[src/rtl/bc_round_ctrl.sv]
// bc_round_ctrl
//
// Round controller for Bulls-and-Cows. In setup mode it latches the secret
// answer; in play mode it scores each legal guess into strikes (right digit,
// right place) and balls (right digit, wrong place). It walks a thermometer
// try bar down one step per scored guess and ends the round in WIN or LOSE.
//
// Parameters:
//   DIGITS     number of BCD digits per answer/guess (2..8)
//   MAX_TRIES  guesses per round (1..16), also the try bar width
//
// Ports:
//   CLK           system clock, rising edge
//   rst_n         asynchronous active-low reset
//   mode_setup    level, 1 = setup (answer entry), 0 = play
//   ans_in        candidate answer, digit i in bits [4i+3:4i]
//   ans_legal     ans_in is all-BCD with no repeated digit
//   guess_in      submitted guess, same packing as ans_in
//   guess_valid   one-cycle strobe, guess_in is ready to score
//   guess_legal   guess_in is all-BCD with no repeated digit
//   answer_q      latched secret answer
//   strikes       strike count of the last scored guess
//   balls         ball count of the last scored guess
//   result_valid  one-cycle strobe when strikes/balls update
//   entry_clr     one-cycle strobe telling the digit-entry block to clear
//   try_bar       thermometer of remaining tries, LSB-justified
//   win, lose     levels, high in WIN / LOSE
//   state         SETUP=0, PLAY=1, WIN=2, LOSE=3
module bc_round_ctrl #(
  parameter int DIGITS    = 4,
  parameter int MAX_TRIES = 8,
  localparam int AW = 4 * DIGITS,
  localparam int CW = $clog2(DIGITS + 1)
) (
  input  logic                 CLK,
  input  logic                 rst_n,
  input  logic                 mode_setup,
  input  logic [AW-1:0]        ans_in,
  input  logic                 ans_legal,
  input  logic [AW-1:0]        guess_in,
  input  logic                 guess_valid,
  input  logic                 guess_legal,
  output logic [AW-1:0]        answer_q,
  output logic [CW-1:0]        strikes,
  output logic [CW-1:0]        balls,
  output logic                 result_valid,
  output logic                 entry_clr,
  output logic [MAX_TRIES-1:0] try_bar,
  output logic                 win,
  output logic                 lose,
  output logic [1:0]           state
);

  typedef enum logic [1:0] {
    ST_SETUP = 2'd0,
    ST_PLAY  = 2'd1,
    ST_WIN   = 2'd2,
    ST_LOSE  = 2'd3
  } state_t;

  state_t               state_q, state_d;
  logic [AW-1:0]        answer_d;
  logic [AW-1:0]        guess_q, guess_d;
  logic                 legal_q, legal_d;
  logic                 pend_q, pend_d;
  logic [CW-1:0]        strikes_q, strikes_d;
  logic [CW-1:0]        balls_q, balls_d;
  logic                 result_valid_q, result_valid_d;
  logic                 entry_clr_q, entry_clr_d;
  logic [MAX_TRIES-1:0] try_bar_q, try_bar_d;

  logic [CW-1:0]        strike_cnt;
  logic [CW-1:0]        ball_cnt;
  logic                 ball_hit;
  logic [MAX_TRIES-1:0] try_shift;

  // Score the registered guess against the latched answer. A position is a
  // ball when its digit appears anywhere else in the answer.
  always_comb begin
    strike_cnt = '0;
    ball_cnt   = '0;
    ball_hit   = 1'b0;
    for (int i = 0; i < DIGITS; i++) begin
      ball_hit = 1'b0;
      if (guess_q[4*i +: 4] == answer_q[4*i +: 4]) begin
        strike_cnt = strike_cnt + CW'(1);
      end
      for (int j = 0; j < DIGITS; j++) begin
        if ((j != i) && (guess_q[4*i +: 4] == answer_q[4*j +: 4])) begin
          ball_hit = 1'b1;
        end
      end
      if (ball_hit) begin
        ball_cnt = ball_cnt + CW'(1);
      end
    end
  end

  assign try_shift = try_bar_q >> 1;

  // Next-state logic. mode_setup overrides everything, including a guess
  // already in flight. In PLAY, pend_q marks the second pipeline stage;
  // while it is set a new strobe is dropped.
  always_comb begin
    state_d        = state_q;
    answer_d       = answer_q;
    guess_d        = guess_q;
    legal_d        = legal_q;
    pend_d         = 1'b0;
    strikes_d      = strikes_q;
    balls_d        = balls_q;
    try_bar_d      = try_bar_q;
    result_valid_d = 1'b0;
    entry_clr_d    = 1'b0;

    if (mode_setup) begin
      state_d   = ST_SETUP;
      try_bar_d = '1;
      strikes_d = '0;
      balls_d   = '0;
      if (ans_legal) begin
        answer_d = ans_in;
      end
    end else begin
      case (state_q)
        ST_SETUP: begin
          state_d     = ST_PLAY;
          entry_clr_d = 1'b1;
        end
        ST_PLAY: begin
          if (pend_q) begin
            entry_clr_d = 1'b1;
            if (legal_q) begin
              result_valid_d = 1'b1;
              strikes_d      = strike_cnt;
              balls_d        = ball_cnt;
              try_bar_d      = try_shift;
              // A full match wins even when it used up the last try.
              if (strike_cnt == CW'(DIGITS)) begin
                state_d = ST_WIN;
              end else if (try_shift == '0) begin
                state_d = ST_LOSE;
              end
            end
          end else if (guess_valid) begin
            pend_d  = 1'b1;
            guess_d = guess_in;
            legal_d = guess_legal;
          end
        end
        default: begin
        end
      endcase
    end
  end

  // State and pipeline registers.
  always_ff @(posedge CLK or negedge rst_n) begin
    if (!rst_n) begin
      state_q        <= ST_SETUP;
      answer_q       <= '0;
      guess_q        <= '0;
      legal_q        <= 1'b0;
      pend_q         <= 1'b0;
      strikes_q      <= '0;
      balls_q        <= '0;
      result_valid_q <= 1'b0;
      entry_clr_q    <= 1'b0;
      try_bar_q      <= '1;
    end else begin
      state_q        <= state_d;
      answer_q       <= answer_d;
      guess_q        <= guess_d;
      legal_q        <= legal_d;
      pend_q         <= pend_d;
      strikes_q      <= strikes_d;
      balls_q        <= balls_d;
      result_valid_q <= result_valid_d;
      entry_clr_q    <= entry_clr_d;
      try_bar_q      <= try_bar_d;
    end
  end

  assign strikes      = strikes_q;
  assign balls        = balls_q;
  assign result_valid = result_valid_q;
  assign entry_clr    = entry_clr_q;
  assign try_bar      = try_bar_q;
  assign win          = (state_q == ST_WIN);
  assign lose         = (state_q == ST_LOSE);
  assign state        = state_q;

endmodule

[config.mk]
export PLATFORM = sky130hd
export DESIGN_NAME = bc_round_ctrl
export DESIGN_NICKNAME = d
export VERILOG_FILES = /design/src/rtl/bc_round_ctrl.sv
export SDC_FILE = /design/constraint.sdc
export NUM_CORES = 1
export LEC_CHECK = 0
export ABC_AREA = 1
export CORE_ASPECT_RATIO = 2
export CORE_MARGIN = 2
export CORE_UTILIZATION = 55
export CTS_CLUSTER_DIAMETER = 40
export DETAILED_ROUTE_END_ITERATION = 10
export HOLD_SLACK_MARGIN = 0.03
export PLACE_DENSITY = 0.9
export SLEW_MARGIN = 0
export SYNTH_ARGS = -nofsm -noshare
export SYNTH_HDL_FRONTEND = slang
export SYNTH_SLANG_ARGS = --single-unit
[constraint.sdc]
create_clock -name CLK -period 6.8 [get_ports CLK]
set_input_delay 1.36 -clock CLK [delete_from_list [all_inputs] [get_ports CLK]]
set_output_delay 1.36 -clock CLK [all_outputs]
set_load 0.1 [all_outputs]
==> results list <==
- Required time worst endpoint: 5440 ps
- Met2 layer wire length in the routed design: 3.93 mm
* Share of the yosys chip area belonging to registers: 39.5%
- The worst setup path is launched from a flip-flop.
- From bottom edge to top edge, the die measures 114 um.
* Number of non-filler instances in the completed layout: 546
* Critical path start-end classification: reg2out
- In the final routed layout, each cell accounts on average for 13.7 um.
- In this run the top signal layer used is met4.
- After clock tree synthesis, the clock-pin slew on the worst setup and hold paths is 70 ps.
- Worst Hold Path Cells: 2
* Post_cts resized: 0
- Number of input and output port buffers inserted: 73
* First-pass GRT wire length: 12.9 mm
- For the pin with the worst max-slew slack, the measured transition is 976 ps.
* Slowest cell delay on critical path: 1140 ps
- CTS saw 52 sinks.
* Hold violation count in the final report: 0
* Layout area overhead: 24.9%
- Most area-hungry cell type in the Yosys netlist: dfrtp_1
* Placeable core area: 5910 um2
- Row generation in the floorplan step produced 40 rows.
- Total congestion overflow after global routing: 0
- Most frequently used flop master after synthesis: dfrtp_1
* Met1 WL: 3.12 mm
* Number of instances in the synthesized netlist: 433
- Cells with a size suffix above 1 make up 11.4% of the layout.
- Drt first-iter violations: 105
* Core utilization of the finished layout: 70.2%
- Setup repair after global routing left no endpoint under its margin.
- After detailed placement, the design holds a cell count of 538.
- Clock latency reported for the late side of the worst-skew pair: 290 ps
* Global-route usage over all layers: 24.7%
- The finished cells cover 4140 um2.
- Dividing the synthesized area by the synthesized cell count gives 7.66 um2.
* Final ANT Viol Nets: 0
* Number of antenna diodes: 0
- For the final database, setup skew stands at 5.34 ps.
* Post-synthesis async set-or-reset flop share: 100%
- Period utilisation layout: 50.9%
* Met3 wirelength from detailed routing: 346 um
* Most used standard cells in the synthesized netlist: 103 x nand2_1, 44 x dfrtp_1, 43 x inv_1
* Number of flops mapped to enable cells by yosys: 0
- Placed inst area: 3970 um2
- Slew Viols, Final: 0
- Type of the worst min-delay path: reg2reg
- Wirelength, routed: 7.51 mm
- For this run, the top clock speed supported by timing is 289 MHz.
- Number of maximum-capacitance violations: 0
* Dominant cells by area after synthesis: dfrtp_1 33%, nand2_1 12%, xnor2_1 10%
* Fin nets: 526
- For the worst flop-to-flop path, the logic depth is 18.
- For this design, the slowest cell found on the critical path is clkdlybuf4s50_1.
* Detailed placement HPWL: 5.59 mm
- Routability-driven placement finished with a final weighted congestion of 0.882.
* Post-CTS Repair Setup Buffers: 0
- Number of hold-repair buffers added at the cts stage: 0
* Most instantiated library cell after synthesis: nand2_1
- The number of antenna violations at the first check in global routing came to 0.
- Initial standard-cell utilization of the core: 56.2%
- Net count after synthesis: 477
* Number of H-tree levels: 2
- Remaining routing DRC violations: 5
- Buffers plus inverters on the worst setup path: 2
- Die extent in x: 58.9 um
- Total die area: 6710 um2
- Logic depth of the worst path, buffers included: 3
- Number of distinct library cells after synthesis: 31
- In this run the worst path has a maximum fanout of 7.
- Maximum number of pins on one net before global-route repair: 53
* Worst ir drop on vdd: 0.000222 V
- In this run, CTS created clock tree buffers numbering 5.
- After routing, the total negative slack on setup checks comes to 0 ps.
- The worst path needs 3460 ps of the cycle, external delays included.
* Number of setup violations in the final report: 0
* Vias post-DR: 2833
* Root Buffer: clkbuf_16
* Area fraction of the dominant cell type after synthesis: 33.2%
- Synth Register Bits: 52
- Counting along the longest clock path gives a buffer depth of 2.
* Via density per instance: 5.19
- In this run the cell area of the synthesized design comes to 3320 um2.
* Ratio of total power to cell area: 400 nW/um2
- 74 I/O pins were placed.
- Leakage power figure: 1.96 nW
- The cell family contributing the most delay on the critical path is buffers and inverters.
* Violated checks: DRC
- Critical-path cell list: inv_1, nor2_1, clkdlybuf4s50_1
* Category of the worst setup path capture point: output port
- Arrival time of data at the critical path endpoint: 2100 ps
- Result of the run: complete, but fails checks
- The first detailed-routing pass took 8 iterations.
* Slew HR: 34.7%
- Via count of the first global-routing pass: 2806
* Worst Hold Slack: 490 ps
* Number of warnings reported in the yosys synthesis log: 0
- CTS tree: yes
[metal layers]
| metal | vias to the layer above | track usage, % |
|---|---|---|
| li1 | 1425 | - |
| met1 | 1323 | 31.1 |
| met2 | 77 | 41.9 |
| met3 | 8 | 4.08 |
| met4 | 0 | 8.18 |
| met5 | - | 0 |
[stage by stage]
stage                     power (W)  setup WS (ps)
after CTS                   0.00166           3330
after detailed placement    0.00136           3480
final                       0.00166           3340
after global placement      0.00133           3570
after global routing        0.00178           3260
after floorplan             0.00120           3010
[where the power goes]
| part | internal (W) | leakage [nW] | switching (W) |
|---|---|---|---|
| Combinational | 0.000304 | 1.25 | 0.000534 |
| Sequential | 0.000382 | 0.620 | 0.000144 |
| Clock | 0.000184 | 0.0871 | 0.000111 |
| Total | 0.000870 | 1.96 | 0.000788 |
[kinds of logic (layout without fill, tap and decap cells)]
| family | Yosys count | after routing | share of synthesized area (%) |
|---|---|---|---|
| buf+inv | 88 | 138 | 11.3 |
| mux | 4 | 4 | 1.36 |
| flops | 52 | 52 | 39.5 |
| simple gates | 188 | 188 | 25.2 |
| compound gates | 47 | 47 | 7.69 |
| xor+xnor | 48 | 48 | 12.7 |
| fa+ha+maj | 6 | 6 | 2.26 |
[path summary, 6_finish.rpt]
kind	start	endpoint	slack [ps]
min in group asynchronous	rst_n	guess_q[4]	1160
worst max register to register	answer_q[1]	state[0]	4120
worst max-delay path	state[1]	win	3340
worst min register to register	strikes[0]	strikes[0]	490
max in group asynchronous	rst_n	answer_q[13]	5180
worst min-delay path	strikes[0]	strikes[0]	490
[layout by cell type, fill, tap and decap left out, types with 5 or more instances in the layout]
cell type / netlist / final
xnor2_1: 39 / 39
o21ai_0: 22 / 22
dfstp_2: 8 / 8
inv_1: 43 / 43
nand2_2: 9 / 9
nand4_1: 12 / 12
nand2_1: 103 / 103
inv_2: 12 / 12
nand3_1: 11 / 11
clkbuf_16: 0 / 5
nor2_1: 36 / 36
a21oi_1: 17 / 17
nor2_2: 6 / 6
clkdlybuf4s50_1: 0 / 72
dfrtp_1: 44 / 44
xor2_1: 9 / 9
ha_1: 6 / 6
[state kept, by name, indices dropped and copies added (netlist names)]
| register | flops |
|---|---|
| pend_q | 1 |
| result_valid | 1 |
| balls | 3 |
| guess_q | 16 |
| entry_clr | 1 |
| answer_q | 16 |
| strikes | 3 |
| try_bar | 8 |
| legal_q | 1 |
| state | 2 |
[worst reg2reg max path: stages, from the launching register on]
cell and delay, ps:
dfrtp_1 490, inv_1 120, nand2_1 80, nand2_1 80
nor2_1 100, nand2_1 160, ha_1 330, inv_1 80
nand2_1 70, nand2_1 80, inv_1 50, ha_1 250
or2_1 230, nand2_2 100, nand3_4 90, nor2_1 90
nor2_1 50, nand2_1 70, nand2_1 50
[layout make-up]
cell class                 count  area, um2
clock buffer                   6        139
clock inverter                 2       38.8
fill                         509       1760
inverter                      56        211
multi-input combinational    293       1630
sequential                    52       1310
tap                           63       78.8
timing repair buffer          74        733
No activity file was read; power rests on OpenSTA's default activity.
